### config.mk
export PLATFORM = sky130hd
export DESIGN_NAME = alarm_fsm
export DESIGN_NICKNAME = d
export VERILOG_FILES = /design/src/rtl/alarm_fsm.sv
export SDC_FILE = /design/constraint.sdc
export NUM_CORES = 1
export LEC_CHECK = 0
export CAP_MARGIN = 20
export CORE_MARGIN = 4
export CORE_UTILIZATION = 47
export DETAILED_ROUTE_END_ITERATION = 16
export PLACE_DENSITY_LB_ADDON = 0.05
export SLEW_MARGIN = 20
export SYNTH_ARGS = -nofsm -noshare
export SYNTH_HDL_FRONTEND = slang
export SYNTH_SLANG_ARGS = --single-unit
### constraint.sdc
create_clock -name clk -period 2.2 [get_ports clk]
set_input_delay 0.22 -clock clk [delete_from_list [all_inputs] [get_ports clk]]
set_output_delay 0.22 -clock clk [all_outputs]
set_load 0.02 [all_outputs]
### src/rtl/alarm_fsm.sv
// Alarm sequencer: HH:MM compare, ARMED/RINGING/SNOOZE control, audio gate.
// Optional: define ALARM_BEEP_PATTERN_EN for a 1 s on / 1 s off beep.
module alarm_fsm #(
    parameter int SNOOZE_SEC       = 300,
    parameter int RING_TIMEOUT_SEC = 60,
    parameter int MAX_SNOOZES      = 3
) (
    input  logic        clk,
    input  logic        rst_n,
    input  logic        tick_1hz,
    input  logic [15:0] time_bcd,
    input  logic [15:0] alarm_bcd,
    input  logic        alarm_en,
    input  logic        snooze_btn,
    input  logic        stop_btn,
    output logic [1:0]  state,
    output logic        ringing,
    output logic        audio_gate,
    output logic [2:0]  snoozes_left
);

    localparam logic [1:0] S_DIS  = 2'b00;
    localparam logic [1:0] S_ARM  = 2'b01;
    localparam logic [1:0] S_RING = 2'b10;
    localparam logic [1:0] S_SNZ  = 2'b11;

    localparam int RING_W = $clog2(RING_TIMEOUT_SEC + 1);
    localparam int SNZ_W  = $clog2(SNOOZE_SEC + 1);
    localparam int LEFT_W = (MAX_SNOOZES > 0) ? $clog2(MAX_SNOOZES + 1) : 1;

    localparam logic [RING_W-1:0] RING_LAST = RING_W'(RING_TIMEOUT_SEC - 1);
    localparam logic [SNZ_W-1:0]  SNZ_LAST  = SNZ_W'(SNOOZE_SEC - 1);
    localparam logic [LEFT_W-1:0] LEFT_MAX  = LEFT_W'(MAX_SNOOZES);

    logic en_s1, en_s2;
    logic sn_s1, sn_s2, sn_s3;
    logic st_s1, st_s2, st_s3;
    logic match, match_q;

    logic              snooze_ev, stop_ev, match_rise;
    logic [1:0]        state_d;
    logic [RING_W-1:0] ring_t, ring_t_d;
    logic [SNZ_W-1:0]  snz_t, snz_t_d;
    logic [LEFT_W-1:0] left_q, left_d;
    logic              gate_d;
    logic [31:0]       left_w;

    // Two-flop synchronisers plus a third stage for edge detection
    always_ff @(posedge clk or negedge rst_n) begin
        if (!rst_n) begin
            en_s1 <= 1'b0;
            en_s2 <= 1'b0;
            sn_s1 <= 1'b0;
            sn_s2 <= 1'b0;
            sn_s3 <= 1'b0;
            st_s1 <= 1'b0;
            st_s2 <= 1'b0;
            st_s3 <= 1'b0;
        end else begin
            en_s1 <= alarm_en;
            en_s2 <= en_s1;
            sn_s1 <= snooze_btn;
            sn_s2 <= sn_s1;
            sn_s3 <= sn_s2;
            st_s1 <= stop_btn;
            st_s2 <= st_s1;
            st_s3 <= st_s2;
        end
    end

    always_ff @(posedge clk or negedge rst_n) begin
        if (!rst_n) begin
            match   <= 1'b0;
            match_q <= 1'b0;
        end else begin
            match   <= (time_bcd == alarm_bcd);
            match_q <= match;
        end
    end

    assign snooze_ev  = sn_s2 & ~sn_s3;
    assign stop_ev    = st_s2 & ~st_s3;
    assign match_rise = match & ~match_q;

    always_comb begin
        state_d  = state;
        ring_t_d = ring_t;
        snz_t_d  = snz_t;
        left_d   = left_q;
        if (!en_s2) begin
            state_d = S_DIS;
        end else begin
            case (state)
                S_DIS: begin
                    state_d = S_ARM;
                    left_d  = LEFT_MAX;
                end
                S_ARM: begin
                    if (match_rise) state_d = S_RING;
                end
                S_RING: begin
                    if (stop_ev) begin
                        state_d = S_ARM;
                        left_d  = LEFT_MAX;
                    end else if (snooze_ev && left_q != '0) begin
                        state_d = S_SNZ;
                        left_d  = left_q - LEFT_W'(1);
                    end else if (tick_1hz) begin
                        if (ring_t == RING_LAST) begin
                            state_d = S_ARM;
                            left_d  = LEFT_MAX;
                        end else begin
                            ring_t_d = ring_t + RING_W'(1);
                        end
                    end
                end
                default: begin
                    if (stop_ev) begin
                        state_d = S_ARM;
                        left_d  = LEFT_MAX;
                    end else if (tick_1hz) begin
                        if (snz_t == SNZ_LAST) state_d = S_RING;
                        else snz_t_d = snz_t + SNZ_W'(1);
                    end
                end
            endcase
        end
        // Every state entry starts both timers from zero
        if (state_d != state) begin
            ring_t_d = '0;
            snz_t_d  = '0;
        end
    end

`ifdef ALARM_BEEP_PATTERN_EN
    logic beep_q, beep_d;

    always_comb begin
        beep_d = beep_q;
        if (state_d == S_RING) begin
            if (state != S_RING) beep_d = 1'b1;
            else if (tick_1hz)   beep_d = ~beep_q;
        end
    end

    always_ff @(posedge clk or negedge rst_n) begin
        if (!rst_n) beep_q <= 1'b0;
        else        beep_q <= beep_d;
    end

    assign gate_d = (state_d == S_RING) & beep_d;
`else
    assign gate_d = (state_d == S_RING);
`endif

    always_ff @(posedge clk or negedge rst_n) begin
        if (!rst_n) begin
            state      <= S_DIS;
            ring_t     <= '0;
            snz_t      <= '0;
            left_q     <= LEFT_MAX;
            ringing    <= 1'b0;
            audio_gate <= 1'b0;
        end else begin
            state      <= state_d;
            ring_t     <= ring_t_d;
            snz_t      <= snz_t_d;
            left_q     <= left_d;
            ringing    <= (state_d == S_RING);
            audio_gate <= gate_d;
        end
    end

    // Display value saturates at 7 for large MAX_SNOOZES
    assign left_w       = 32'(left_q);
    assign snoozes_left = (left_w > 32'd7) ? 3'd7 : left_w[2:0];

endmodule

== Yosys cells after proc, flatten, opt, wreduce, memory -nomap -nowiden ==
Cells that the tools add are included.
Storage, ports and cells
  output and inout port bits: 7
  bits of input ports: 38
  register bits: 30
  word-level logic and storage cells: 81
Cells by class
  muxes and demuxes: 30
  bitwise logic cells: 7
  add/sub/neg operators: 3
  reductions and logical operators: 11
  order comparisons: 1
  equal/unequal tests: 14
Operators with widths (count)
  two-way mux 9 bit: 6
  two-way mux 6 bit: 7
  two-way mux 2 bit: 14
  == test 16 bit: 1
  case mux 2 bit (3 select lines): 2
  != test 2 x 1 -> 1 bit, second input constant: 5
  AND reduction 5 bit: 2
  adder 9 x 1 -> 9 bit, second input constant: 1
  == test 9 bit, second input constant: 1
  != test 4 bit, second input constant: 2
  nonzero test 2 bit: 4
  adder 6 x 1 -> 6 bit, second input constant: 1
  == test 6 bit, second input constant: 1
  AND reduction 6 bit: 1
  == test 2 bit, second input constant: 2
  NOT 1 bit: 4
  bitwise AND 1 bit: 3
  greater-than comparator 2 x 3 -> 1 bit, second input constant: 1
  two-way mux 3 bit: 1
  nonzero test 3 bit: 1
  OR reduction 3 bit: 1
  == test 2 x 1 -> 1 bit, second input constant: 1
  logical NOT 2 bit: 1
  != test 2 bit: 1
  other kinds (2): 2

== Longest topological paths before layout ==
Gate-level depths: netlist of the first run.
  depth after elaboration: 10
  gate-level depth with buffers: 8
  depth with buffers taken out: 7

== Worst setup path before layout of the first run ==
Ideal clock, no wire load.
  path kind: flip-flop to flip-flop
  start: reg left_q[0]
  end: reg ring_t[2]
  path buffers: 1
  setup slack: 336 ps
  setup time: 71 ps
  arrival time: 1792 ps
  required time: 2129 ps
  clock period less this slack: 1864 ps
  cell stages (with the launch flop): 9
  cell sequence: dfstp_2 inv_1 ha_1 nor3b_2 nor2_1 a21boi_2 o211ai_2 buf_6 nor2_1
Between the ends
  cells in the longest elaborated chain, start to end: 9
  elaborated cells on any way between the ends: 15
  classes of those cells: eq/ne: 4; mux: 5; reduce/logical: 6
RTL lines
  from (decl): line 44  | logic [LEFT_W-1:0] left_q, left_d;
  from (signal assigned): line 168  | left_q <= left_d;
  nonzero test 2 bit (*): line 105  | end else if (snooze_ev && left_q != '0) begin
  logical AND 1 bit (*): line 105
  two-way mux 2 bit: line 105
  two-way mux 2 bit: line 102  | if (stop_ev) begin
  case mux 2 bit (3 select lines): line 93  | case (state)
  two-way mux 2 bit: line 90  | if (!en_s2) begin
  != test 2 bit: line 129  | if (state_d != state) begin
  != test 2 x 1 -> 1 bit (no line) or nonzero test 2 bit (tied branches)
  AND reduction 6 bit (no line)
  to (signal assigned): line 166  | ring_t <= ring_t_d;
  to (decl): line 42  | logic [RING_W-1:0] ring_t, ring_t_d;
Mark *: on every way between the ends. The rest lies on a longest branch, timed or not.
A chain may end at the register's enable or synchronous reset.

== Worst setup path after layout of the first run ==
  start: reg ring_t[0]
  end: reg ring_t[0]
Between the ends
  cells in the longest elaborated chain, start to end: 10
  elaborated cells on any way between the ends: 23
  classes of those cells: add/sub: 1; eq/ne: 5; mux: 13; reduce/logical: 4
RTL lines
  == test 6 bit: line 109  | if (ring_t == RING_LAST) begin
  two-way mux 2 bit: line 109
  two-way mux 2 bit: line 108  | end else if (tick_1hz) begin
  two-way mux 2 bit: line 105
  two-way mux 2 bit: line 102
  case mux 2 bit (3 select lines): line 93
  two-way mux 2 bit: line 90
  != test 2 bit: line 129
  != test 2 x 1 -> 1 bit (no line) or nonzero test 2 bit (tied branches)
  AND reduction 6 bit (no line)
Several ways; a longest one is shown, not always the timed one. The select of a mux whose other input is x is not followed.

==> metrics, run 1 <==
status finished clean; first-pass GRT wire length approximately 6200 µm; Setup WS post-layout about 0.32 ns; FILL cells 280; post-cts hold buffer count 0; Hold WC Path Type input pin to asynchronous set/reset pin; Yosys reg bits 30; total grt overflow 0; Setup crit end kind flip-flop; most common cell after layout, fill and taps aside clkdlybuf4s50_1; Sink Count 30; Distinct cells, synth 36; Sequential Area about 750 µm²; Rows 20; H-tree Lvls 2; Reg2Reg Depth 6; register area share after synthesis 0.472; area of the multi-input gates ~800 µm²; flop-to-flop setup slack 0.32 ns; FFs w/ async S/R, synth 1.00; diodes inserted 0; Die ar. about 4400 µm²; die width ~66 µm; wire per inst between 10 and 15 µm; Root Driver clkbuf_4; RR Endpoint ring_t[0]; min Tclk post-route 1.88 ns; Clock Latency Late Sink about 0.33 ns; initial antenna violation count 0; core area around 3200 µm²; Synth Instances ~150; Chip Height 66.3 µm; DRT Wirelength 3600 µm; Mapped Nets 193; Cell Area, Placed approximately 2100 µm²; layout cells sized above 1 0.108; beginning of the worst register-to-register path ring_t[0]; Post-Syn Area between 1500 and 2000 µm²; PwrDens around 490 nW/µm²; end-of-flow core utilization 0.681; fin area between 2000 and 2500 µm²; IO Count 45; placed instance count 239; fin nets ~240; Post-synth EDFFs 0; DR iter-0 viols between 60 and 70; vias per cell 5.21; Mapped Avg Cell Area approximately 11 µm²; largest net degree at the start of global routing 31; Post-route DRC 0; IO Port Bufs 43; clk slew on worst S/H paths about 0.10 ns; FMAX roughly 0.53 GHz; vias in the first global route about 1400; RSZ-0062 raised after global routing no; vias around 1300; initial core utilization 0.506; CTS tree done; ys flop type dfrtp_1; TritonRoute pass-1 iters 4; fin crit share 0.855; hpwl dp 2910 µm; CTS buffer count 5; GP Congestion about 0.86; Slew Limit Fails 0; Crit Path Category flip-flop to flip-flop; number of max-cap violations 0; post-route ant nets 0; area delta synth->final 34.5%; clock buffer depth 2; worst path arrival time 2.08 ns; GRT Util Overall 0.190; Peak VDD IR slightly above 0.0003 V; Critical Path Source Type flip-flop; final std cells w/o fill approximately 250; clk_skew between 0.007 and 0.008 ns; Yosys warnings 0; most frequent cells in the layout clkdlybuf4s50_1 (43), dfrtp_1 (28), nor2_1 (18), xnor2_1 (18); Place WS between 0.1 and 0.15 ns; Hold Vio Cnt, Final 0; critical path fanouts, max 15; P_leak roughly 0.00088 µW; Worst EP required approximately 2.4 ns; Setup-failing EPs final 0; final setup TNS 0 ns
==> layer usage <==
| metal | GRT usage | up-vias | part of all wire | wire, µm |
|---|---|---|---|---|
| met2 | 0.336 | 49 | 0.51 | 1840 |
| li1 | - | 624 | - | - |
| met5 | 0 | - | 0 | 0 |
| met3 | 0.0680 | 6 | 0.073 | 263 |
| met1 | 0.207 | 607 | 0.40 | 1440 |
| met4 | 0.0685 | 0 | 0.014 | 51 |
==> critical path, cell delays in order, from the launching register on <==
cell and delay, ns:
dfrtp_1 0.39, ha_1 0.21, nand4_1 0.21, nor3b_4 0.33, a21boi_2 0.11, o211ai_4 0.40
nor2_1 0.11
==> worst max path at each step <==
stage	start	end	slack [ns]	cells past startpoint
after floorplan	left_q[0]	ring_t[2]	0.34	8
after global placement	tick_1hz	ring_t[0]	0.22	5
after detailed placement	tick_1hz	ring_t[0]	0.14	5
after CTS	ring_t[0]	ring_t[0]	0.15	6
after global routing	ring_t[0]	ring_t[3]	0.16	6
final	ring_t[0]	ring_t[0]	0.32	6
==> layout make-up <==
| cell class | count | share of cell area |
|---|---|---|
| timing repair buffer | 46 | 0.211 |
| clock inverter | 1 | 0.00233 |
| inverter | 6 | 0.0105 |
| multi-input combinational | 113 | 0.374 |
| clock buffer | 7 | 0.0256 |
| sequential | 30 | 0.351 |
| tap | 44 | 0.0256 |
==> synth_stat cells, drive strengths merged (2+ instances only) <==
library cell,count,share of area
dfrtp,28,0.44
nor2,19,0.046
xnor2,18,0.099
nand4,11,0.053
nand3,10,0.031
xor2,10,0.055
nand2,8,0.019
inv,6,0.014
nor3,5,0.016
buf,3,0.016
ha,3,0.024
mux2i,3,0.019
nor4,3,0.012
a21oi,2,0.0063
and3,2,0.0078
dfstp,2,0.033
nor2b,2,0.0078
nor3b,2,0.020
o31a,2,0.011
==> timing repair <==
item | CTS | global route
setup buffers | 0 | 0
endpoints found under the setup margin | 0 | 10
resized for setup | 0 | 1
==> registers in the layout (all words and copies together), names as in the netlist <==
name,count
st_s2,1
audio_gate,1
snz_t,9
left_q,2
state,2
en_s1,1
sn_s2,1
match_q,1
st_s1,1
sn_s1,1
ring_t,6
sn_s3,1
st_s3,1
en_s2,1
match,1
==> kinds of logic after synthesis <==
kind of cell             count (synthesis)  synth area share
multiplexers                             3            0.0188
buffers and inverters                    9            0.0306
XOR/XNOR                                28             0.154
flip-flops                              30             0.472
adder cells (fa/ha/maj)                  3            0.0235
other                                    1           0.00235
AND/OR/NAND/NOR                         68             0.245
AO/OA/AOI/OAI                           10            0.0549
==> power by group <==
part           internal, µW  switching, µW  leakage (µW)
clock                   155            187     0.0000353
sequential              559           6.06      0.000392
combinational          91.6           55.5      0.000450
total                   806            248      0.000877
==> per-stage QoR <==
| step | hold slack, ns | power (µW) |
|---|---|---|
| after floorplan | -0.0756 | 628 |
| after global placement | 0.333 | 718 |
| after detailed placement | 0.336 | 724 |
| after CTS | 0.259 | 1070 |
| after global routing | 0.285 | 1110 |
| final | 0.264 | 1050 |
Power figures use the tool's default switching activity.
==> run 2, diff against run 1 <==
--- a/constraint.sdc
+++ b/constraint.sdc
@@ -3,2 +3,2 @@
 set_output_delay 0.22 -clock clk [all_outputs]
-set_load 0.02 [all_outputs]
+set_load 0.1 [all_outputs]
==> run 2 against run 1 <==
Compared with the run above:
- global-route usage is 1.5 points lower
- die area stayed put
- routed wire length is 6.3% lower
- fmax is 3.8% lower
- setup slack worse by 0.075 ns
- design area is 1.1% lower
- clock power is 11% lower
- sequential power hardly changed
- sequential cell count stayed put
- non-clock buffer count is 1 lower
- critical path depth is 1 higher
- largest cell class unchanged
- largest power group unchanged
==> metrics, run 2 (synthesis results as in run 1) <==
Sink Count 30; area of the multi-input gates 803 µm²; GRT Util Overall 0.175; RSZ-0062 raised after global routing no; vias per cell 5.14; critical path fanouts, max 15; Crit Path Category flip-flop to flip-flop; Setup crit end kind flip-flop; H-tree Lvls 2; IO Count between 40 and 50; number of max-cap violations 0; CTS buffer count 5; post-cts resize count 0; clk_skew between 0.003 and 0.004 ns; vias between 1000 and 1500; fin nets approximately 240; Setup Buffers After CTS 0; diodes inserted 0; hpwl dp between 2000 and 3000 µm; Peak VDD IR 0.000257 V; total grt overflow 0; RR Endpoint snz_t[8]; Rows 20; worst path arrival time around 2.2 ns; Sw Ratio 0.248; status finished clean; area delta synth->final 33.0%; DRT Wirelength ~3400 µm; TritonRoute pass-1 iters 4; Die ar. 4390 µm²; most frequent cells in the layout clkdlybuf4s50_1 (37), dfrtp_1 (28), nor2_1 (18), xnor2_1 (18); max incr delay on CP around 0.47 ns; IO Port Bufs 43; post-cts hold buffer count 0; CP most frequent cell nor2_1; Sequential Area ~760 µm²; Flop pwr share 0.552; FMAX approximately 0.51 GHz; FILL cells 250; Reg2Reg Depth 7; flop-to-flop setup slack 0.24 ns; crit path cell chain inv_1 -> ha_1 -> nor3b_2 -> nor2_1 -> a21boi_2 -> o211ai_4 -> nor2_1; end-of-flow core utilization 0.673; fin crit share 0.889; post-route ant nets 0; Slew headroom 0.650; largest net degree at the start of global routing 31; Clock Latency Late Sink 0.32 ns; GP Congestion between 0.8 and 0.9; first-pass GRT wire length a little under 6000 µm; Reg with most FFs snz_t; initial antenna violation count 0; Setup-failing EPs final 0; Slew @ Worst Pin about 0.52 ns; CP bufs+invs 1; clock share of power 0.296; final setup TNS 0 ns; PwrDens roughly 480 nW/µm²; layout cells sized above 1 0.134; clock buffer depth 2; most common cell after layout, fill and taps aside clkdlybuf4s50_1; Comb power frac 0.152; wire per inst 13.7 µm; P_leak just under 0.0009 µW; Slowest-stage cell, CP dfstp_4; vias in the first global route around 1300; core area around 3200 µm²; initial core utilization 0.506; Worst EP required 2.40 ns; Critical Path Source Type flip-flop; clk slew on worst S/H paths about 0.09 ns; Largest regs snz_t: 9 flops, ring_t: 6 flops; Hold Vio Cnt, Final 0; Sw Pwr 254 µW; CTS tree done; Post-route DRC 0; min Tclk post-route 1.96 ns; Root Driver clkbuf_4; beginning of the worst register-to-register path left_q[0]; Chip Height between 60 and 70 µm; internal cell power about 770 µW; Slew Limit Fails 0; Hold WC Path Type input pin to asynchronous set/reset pin; DR iter-0 viols 70; Crit path max-delay family simple AND/OR/NAND/NOR gates; Largest register FFs 9; die width approximately 66 µm
[run 2: cell type report]
| class | instances | share of cell area |
|---|---|---|
| multi-input combinational | 113 | 0.378 |
| sequential | 30 | 0.358 |
| timing repair buffer | 45 | 0.203 |
| tap | 44 | 0.0259 |
| clock buffer | 6 | 0.0194 |
| inverter | 6 | 0.0106 |
| clock inverter | 2 | 0.00471 |
[run 2: metal layers]
layer | track usage | wire [µm] | up-vias
met5 | 0 | 0 | -
met4 | 0.0584 | 57 | 0
met3 | 0.0714 | 246 | 8
met2 | 0.285 | 1660 | 40
met1 | 0.209 | 1410 | 596
li1 | - | - | 621
[run 2: worst max-delay path by stage]
stage / startpoint / to / slack, ns / cells after the start
after floorplan: left_q[0] / ring_t[2] / 0.05 / 8
after global routing: left_q[0] / ring_t[1] / 0.09 / 7
after global placement: left_q[0] / ring_t[0] / 0.19 / 7
after detailed placement: left_q[0] / snz_t[8] / 0.09 / 7
final: left_q[0] / snz_t[8] / 0.24 / 7
after CTS: left_q[0] / snz_t[8] / 0.07 / 7
[run 2: per-stage QoR]
| step | setup slack [ns] | hold WS (ns) | total power (µW) | cells | instance area, µm² |
|---|---|---|---|---|---|
| 2_1_floorplan | 0.0468 | -0.0756 | 640 | 152 | 1600 |
| 3_3_place_gp | 0.193 | 0.332 | 727 | 238 | 2060 |
| 3_5_place_dp | 0.0935 | 0.336 | 732 | 238 | 2060 |
| 5_1_grt | 0.0925 | 0.295 | 1070 | 246 | 2120 |
| 6_report | 0.245 | 0.274 | 1020 | 246 | 2120 |
| 4_1_cts | 0.0718 | 0.276 | 1040 | 246 | 2110 |
[run 2: worst register-to-register path, cell delays in order (launching register included)]
cell	delay, ns
dfstp_4	0.47
inv_1	0.08
ha_1	0.17
nor3b_2	0.06
nor2_1	0.41
a21boi_2	0.14
o211ai_4	0.40
nor2_1	0.10
[run 2: power by group through the flow]
stage / combinational [µW] / sequential [µW] / clock [µW]
final: 156 / 565 / 303
after global routing: 169 / 567 / 340
after CTS: 156 / 565 / 313
after detailed placement: 156 / 576 / 0
after global placement: 152 / 575 / 0
after floorplan: 58.8 / 581 / 0
